**src/rtl/regfile_param.sv**
```systemverilog
// regfile_param: parametrised 2R1W register file with byte-enable writes,
// registered reads, write-to-read bypass and a sequential clear engine.
// Ports: clk; rst (async, active-high); clear in / busy out (zero sweep);
// address_w, enable_w, be_w, In (write port);
// address_a/b, enable_a/b (read ports);
// OutA/OutB with valid_a/valid_b (registered read data + 1-cycle pulse).
module regfile_param #(
  parameter int WIDTH    = 32,
  parameter int DEPTH    = 32,
  parameter int ZERO_REG = 0,
  localparam int AW = $clog2(DEPTH),
  localparam int NB = WIDTH / 8
) (
  input  logic             clk,
  input  logic             rst,
  input  logic             clear,
  output logic             busy,
  input  logic [AW-1:0]    address_w,
  input  logic             enable_w,
  input  logic [NB-1:0]    be_w,
  input  logic [WIDTH-1:0] In,
  input  logic [AW-1:0]    address_a,
  input  logic [AW-1:0]    address_b,
  input  logic             enable_a,
  input  logic             enable_b,
  output logic [WIDTH-1:0] OutA,
  output logic [WIDTH-1:0] OutB,
  output logic             valid_a,
  output logic             valid_b
);

  localparam logic [AW:0]   DEPTH_W = (AW+1)'(DEPTH);
  localparam logic [AW-1:0] LAST    = AW'(DEPTH - 1);

  typedef enum logic {
    S_IDLE,
    S_CLEAR
  } state_t;

  state_t           state_q;
  logic [AW-1:0]    idx_q;
  logic [WIDTH-1:0] OutA_q, OutB_q;
  logic [WIDTH-1:0] OutA_d, OutB_d;
  logic             valid_a_q, valid_b_q;

  // No reset on the array so it can map onto RAM;
  // the sweep provides the zeroing instead.
  logic [WIDTH-1:0] mem [DEPTH];

  function automatic logic in_rng(
    input logic [AW-1:0] a
  );
    return {1'b0, a} < DEPTH_W;
  endfunction

  function automatic logic is_zero(
    input logic [AW-1:0] a
  );
    return (ZERO_REG != 0) && (a == '0);
  endfunction

  logic busy_w;
  assign busy_w = (state_q == S_CLEAR);

  // A clear request in IDLE wins over a write in the same cycle.
  logic wr_ok;
  assign wr_ok = !busy_w && !clear && enable_w
              && in_rng(address_w) && !is_zero(address_w);

  logic [AW-1:0]    wr_idx;
  logic [WIDTH-1:0] wr_data;

  assign wr_idx = in_rng(address_w) ? address_w : '0;

  // Read-modify-write merge, also used as the bypass value.
  always_comb begin
    wr_data = mem[wr_idx];
    for (int k = 0; k < NB; k++) begin
      if (be_w[k]) wr_data[8*k +: 8] = In[8*k +: 8];
    end
  end

  // Single physical write port shared by the sweep and normal writes.
  logic             mem_we;
  logic [AW-1:0]    mem_wa;
  logic [WIDTH-1:0] mem_wd;

  always_comb begin
    mem_we = wr_ok;
    mem_wa = wr_idx;
    mem_wd = wr_data;
    if (busy_w) begin
      mem_we = 1'b1;
      mem_wa = idx_q;
      mem_wd = '0;
    end
  end

  always_ff @(posedge clk) begin
    if (mem_we) mem[mem_wa] <= mem_wd;
  end

  // Next read data for each port.
  always_comb begin
    OutA_d = '0;
    if (!busy_w && in_rng(address_a)
        && !is_zero(address_a)) begin
      if (wr_ok && address_a == address_w)
        OutA_d = wr_data;
      else
        OutA_d = mem[address_a];
    end
  end

  always_comb begin
    OutB_d = '0;
    if (!busy_w && in_rng(address_b)
        && !is_zero(address_b)) begin
      if (wr_ok && address_b == address_w)
        OutB_d = wr_data;
      else
        OutB_d = mem[address_b];
    end
  end

  always_ff @(posedge clk or posedge rst) begin
    if (rst) begin
      state_q   <= S_CLEAR;
      idx_q     <= '0;
      OutA_q    <= '0;
      OutB_q    <= '0;
      valid_a_q <= 1'b0;
      valid_b_q <= 1'b0;
    end else begin
      unique case (state_q)
        S_IDLE: begin
          if (clear) begin
            state_q <= S_CLEAR;
            idx_q   <= '0;
          end
        end
        S_CLEAR: begin
          if (idx_q == LAST) state_q <= S_IDLE;
          idx_q <= idx_q + AW'(1);
        end
      endcase
      valid_a_q <= enable_a;
      valid_b_q <= enable_b;
      if (enable_a) OutA_q <= OutA_d;
      if (enable_b) OutB_q <= OutB_d;
    end
  end

  assign busy    = busy_w;
  assign OutA    = OutA_q;
  assign OutB    = OutB_q;
  assign valid_a = valid_a_q;
  assign valid_b = valid_b_q;

endmodule
```
**config.mk**
```make
export PLATFORM = sky130hd
export DESIGN_NAME = regfile_param
export DESIGN_NICKNAME = d
export VERILOG_FILES = /design/src/rtl/regfile_param.sv
export SDC_FILE = /design/constraint.sdc
export NUM_CORES = 2
export LEC_CHECK = 0
export BUFFER_PORTS_ARGS = -buffer_cell sky130_fd_sc_hd__buf_2
export CAP_MARGIN = 20
export CORE_UTILIZATION = 55
export CTS_CLUSTER_DIAMETER = 80
export CTS_CLUSTER_SIZE = 20
export DETAILED_ROUTE_END_ITERATION = 6
export GPL_ROUTABILITY_DRIVEN = 0
export PLACE_DENSITY_LB_ADDON = 0.1
export SYNTH_ARGS = -nofsm -noshare
export SYNTH_HDL_FRONTEND = slang
export SYNTH_SLANG_ARGS = --single-unit
```
**constraint.sdc**
```tcl
create_clock -name clk -period 4.09 [get_ports clk]
set_clock_uncertainty 0.15 [all_clocks]
set_input_delay 0.6135 -clock clk [delete_from_list [all_inputs] [get_ports clk]]
set_output_delay 0.6135 -clock clk [all_outputs]
set_load 0.01 [all_outputs]
```
==> key figures <==
STA
  – Slew Viols, Final: 0
  – Final setup fails: 0
  – Fmax: roughly 300 MHz
  – Max-slew headroom: 33.0%
  – Worst-Margin Slew: 1.00 ns
  – Fin. Hold Viols: 0
  – Unrepaired setup endpoints after global routing: false
  – Min setup slack post-route: 0.757 ns
  – Final setup TNS: 0 ns
  – Final period util: 81.5%
  – Minimum clock period: roughly 3.3 ns

Synthesis
  – Number of synthesized flops with an enable pin: ~1000
  – Post-synthesis simple-gate area fraction: 3.45%
  – Cell variety after synth: 61
  – FF+latch count, synth: between 1000 and 1500
  – Mapped Nets: 4205
  – Synth Cell Area: 60500 um2
  – Syn. warnings: 0
  – Share of flip-flops with an asynchronous set or reset: 6.57%
  – Mux share of post-synthesis cell area: around a quarter
  – Synth Area in Compound Gates: 12.5%
  – Syn_area_per_cell: 14.6 um2
  – Sequential share of the synthesized area: 53.8%
  – Synthesized-area fraction occupied by adder cells: 0.0413%
  – Largest family of logic cells by synthesized area: multiplexers
  – Mapped Cells: 4146
  – Synth Flop Type: edfxtp_1
  – Xor/xnor cell area share of the yosys netlist: 0.174%

CTS
  – Hold buffers post-CTS: 0
  – CTS root buf: clkbuf_16
  – Num CTS Buffers: between 60 and 70
  – H-Tree Depth: 3
  – Skew-Pair Late Insertion Delay: 0.68 ns
  – Post-CTS Setup Bufs: 0
  – CTS tree: done
  – Clk slew on worst S/H paths: 0.08 ns
  – CTS resizes: 0
  – Clk sinks: around 1100
  – Bufs on Longest Clock Path: 3

Setup path
  – Critical path's slowest cell: dfstp_4
  – Setup CP Type: register to register
  – Critical Path Fanout Max: 23
  – Type of element launching the critical path: register
  – Crit path launch: busy
  – FF-to-FF Start: busy
  – Arr. time, crit path: 3.47 ns
  – Worst path required time: between 4 and 5 ns
  – CP Capture Type: register
  – Crit path cell chain: mux2i_1 > nand2_1 > nor2_4 > buf_4
  – Critical Path Max Stage Delay: 0.78 ns

Pwr
  – Power Internal: ~20000 uW
  – Switching Power: 9840 uW
  – VDD IR max: 376 uV
  – Net switching fraction of the power: 32.7%
  – Leakage: 0.0241 uW
  – Pwr Total: 30100 uW
  – P per Cell Area: 451 nW/um2
  – Sequential share of power: 50.1%
  – Combinational share of power: 25.8%
  – Part of the power in the clock network: 24.1%

Global routing
  – GRT overflow: 0
  – Largest net degree at the start of global routing: 56
  – First-pass GRT wire length: 325 mm
  – GR Util All Layers: 41.5%
  – Vias in the first global route: between 40000 and 50000
  – Antenna violations before repair: 10

Routing
  – Vias per cell: 7.75
  – DRT iter0 DRCs: 6798
  – Drt wl/cell: 40.6 um
  – Final wirelength: roughly 230 mm
  – Routed Antenna Nets: 0
  – Routed vias: ~45000
  – DRC: 4
  – First drt pass iteration count: 7

Final layout
  – Layout cells sized above 1: 25.9%
  – Total Nets Final: ~4300
  – Post-route insts no fill: 5749
  – Fin area: 66800 um2
  – Layout area overhead: 10.4%
  – FILL cells: 8245

Outcome
  – Failing checks: design-rule violations
  – Status: finished with violations

Floorplanning
  – Initial Util: between 50% and 60%
  – Die area: 111000 um2
  – Die Y: 334 um
  – # IOs: ~120
  – Core area: approximately 110000 um2
  – # rows: 121
  – Die width: ~330 um

Place
  – Inst Count DP: roughly 5600
  – Area after DPL: 64700 um2
  – Place WS: 0.184 ns
  – HPWL Detailed: 139 mm
  – I/O Buffers: 123

Hold path
  – HP Start: enable_b
  – HP Class: input port to register

Job
  – Max cap viols: 0
[cell usage in the layout, fill, tap and decap left out, drive strengths merged, types with 12 or more instances in the layout]
master	instances
a21oi	141
a221oi	72
a22o	73
a22oi	270
a31oi	41
and3	67
buf	441
clkbuf	112
dfrtp	71
edfxtp	1024
inv	12
mux2	144
mux2i	770
mux4	299
nand2	64
nand2b	74
nor2	108
nor2b	14
o211ai	51
o21ai	70
o221ai	37
o22ai	241
o2bb2ai	17
or4	32
[per-stage QoR]
step | util [%] | hold slack (ns)
after global routing | 61.3 | 0.163
after CTS | 61.2 | 0.0567
final | 61.3 | 0.161
after detailed placement | 59.3 | 0.418
after floorplan | - | 0.371
after global placement | 59.3 | 0.398
[final cells by class]
cell class                      count  area [um2]  area share [%]
Timing Repair Buffer              442        4090            6.11
Multi-Input combinational cell   2662       26300            39.4
Antenna cell                        7        17.5          0.0262
Inverter                            9        36.3          0.0543
Clock buffer                      112        1960            2.93
Sequential cell                  1096       32600            48.7
Tap cell                         1414        1770            2.65
Clock inverter                      7        80.1           0.120
[metal layers]
metal,global-route usage [%],wire [um],vias up
li1,-,-,17500
met1,56.0,85200,22600
met2,61.7,102000,3559
met3,10.8,30800,845
met4,23.0,15600,10
met5,0,62,-
[worst max-delay path, delay by kind of cell, from the launching register on]
family                 cells  cell delay (ns)
buffers and inverters      1             0.72
DFF                        1             0.78
muxes                      1             0.37
and+or+nand+nor            2             0.88
[kinds of logic (layout without fill, tap and decap cells)]
kind of cell               count (synthesis)  after routing
xor gates and xnor gates                  12             12
adders and majority gates                  2              2
other                                      0              7
AOI/OAI and AO/OA                       1054           1054
muxes                                   1213           1213
and+or+nand+nor                          381            381
buffers and inverters                    388            570
DFF                                     1096           1096
[sequential cells by signal, summed over array words and instances, names as in the netlist]
signal / cells
busy: 1
mem: 1024
OutA: 32
OutB: 32
valid_a: 1
valid_b: 1
idx_q: 5
[cell usage after synthesis, drive strengths merged, types with 3 or more instances]
| cell | number | share of area [%] |
|---|---|---|
| o211ai | 51 | 0.63 |
| nor2 | 108 | 0.67 |
| a31oi | 41 | 0.42 |
| a221oi | 72 | 1.4 |
| xnor2 | 6 | 0.087 |
| nand2 | 64 | 0.40 |
| or4 | 32 | 0.55 |
| buf | 218 | 2.4 |
| inv | 9 | 0.056 |
| nand2b | 74 | 0.76 |
| or2 | 5 | 0.052 |
| mux2i | 770 | 13 |
| nand3 | 4 | 0.033 |
| o21ai | 70 | 0.58 |
| edfxtp | 1024 | 51 |
| o221ai | 37 | 0.54 |
| a22o | 73 | 1.1 |
| a211oi | 3 | 0.037 |
| clkbuf | 161 | 1.0 |
| mux2 | 144 | 2.7 |
| and3 | 67 | 0.69 |
| dfrtp | 71 | 2.9 |
| nor3 | 6 | 0.050 |
| a21oi | 141 | 1.2 |
| a221o | 7 | 0.12 |
| mux4 | 299 | 11 |
| o22a | 10 | 0.14 |
| o32ai | 11 | 0.16 |
| o21a | 3 | 0.037 |
| o2bb2ai | 17 | 0.26 |
| nor2b | 14 | 0.16 |
| a22oi | 270 | 3.4 |
| o22ai | 241 | 2.5 |
| xor2 | 6 | 0.087 |
[path summary, 6_finish.rpt]
check,to,cells after the start,slack [ns]
max in group asynchronous,OutA[16],5,2.29
hold / removal,valid_b,1,0.16
setup / recovery,mem[6][16],4,0.76
setup reg to reg,mem[6][16],4,0.76
hold reg to reg,OutB[17],2,0.43
min in group asynchronous,idx_q[3],3,0.42
[power by group through the flow]
| stage | Combinational, uW | Clock [uW] | Sequential, uW |
|---|---|---|---|
| 6_report | 7760 | 7250 | 15100 |
| 4_1_cts | 7510 | 7260 | 15100 |
| 2_1_floorplan | 4070 | 0 | 15100 |
| 3_3_place_gp | 7440 | 0 | 15200 |
| 5_1_grt | 7890 | 7620 | 15200 |
| 3_5_place_dp | 7490 | 0 | 15300 |
No activity file was read; power rests on OpenSTA's default activity.
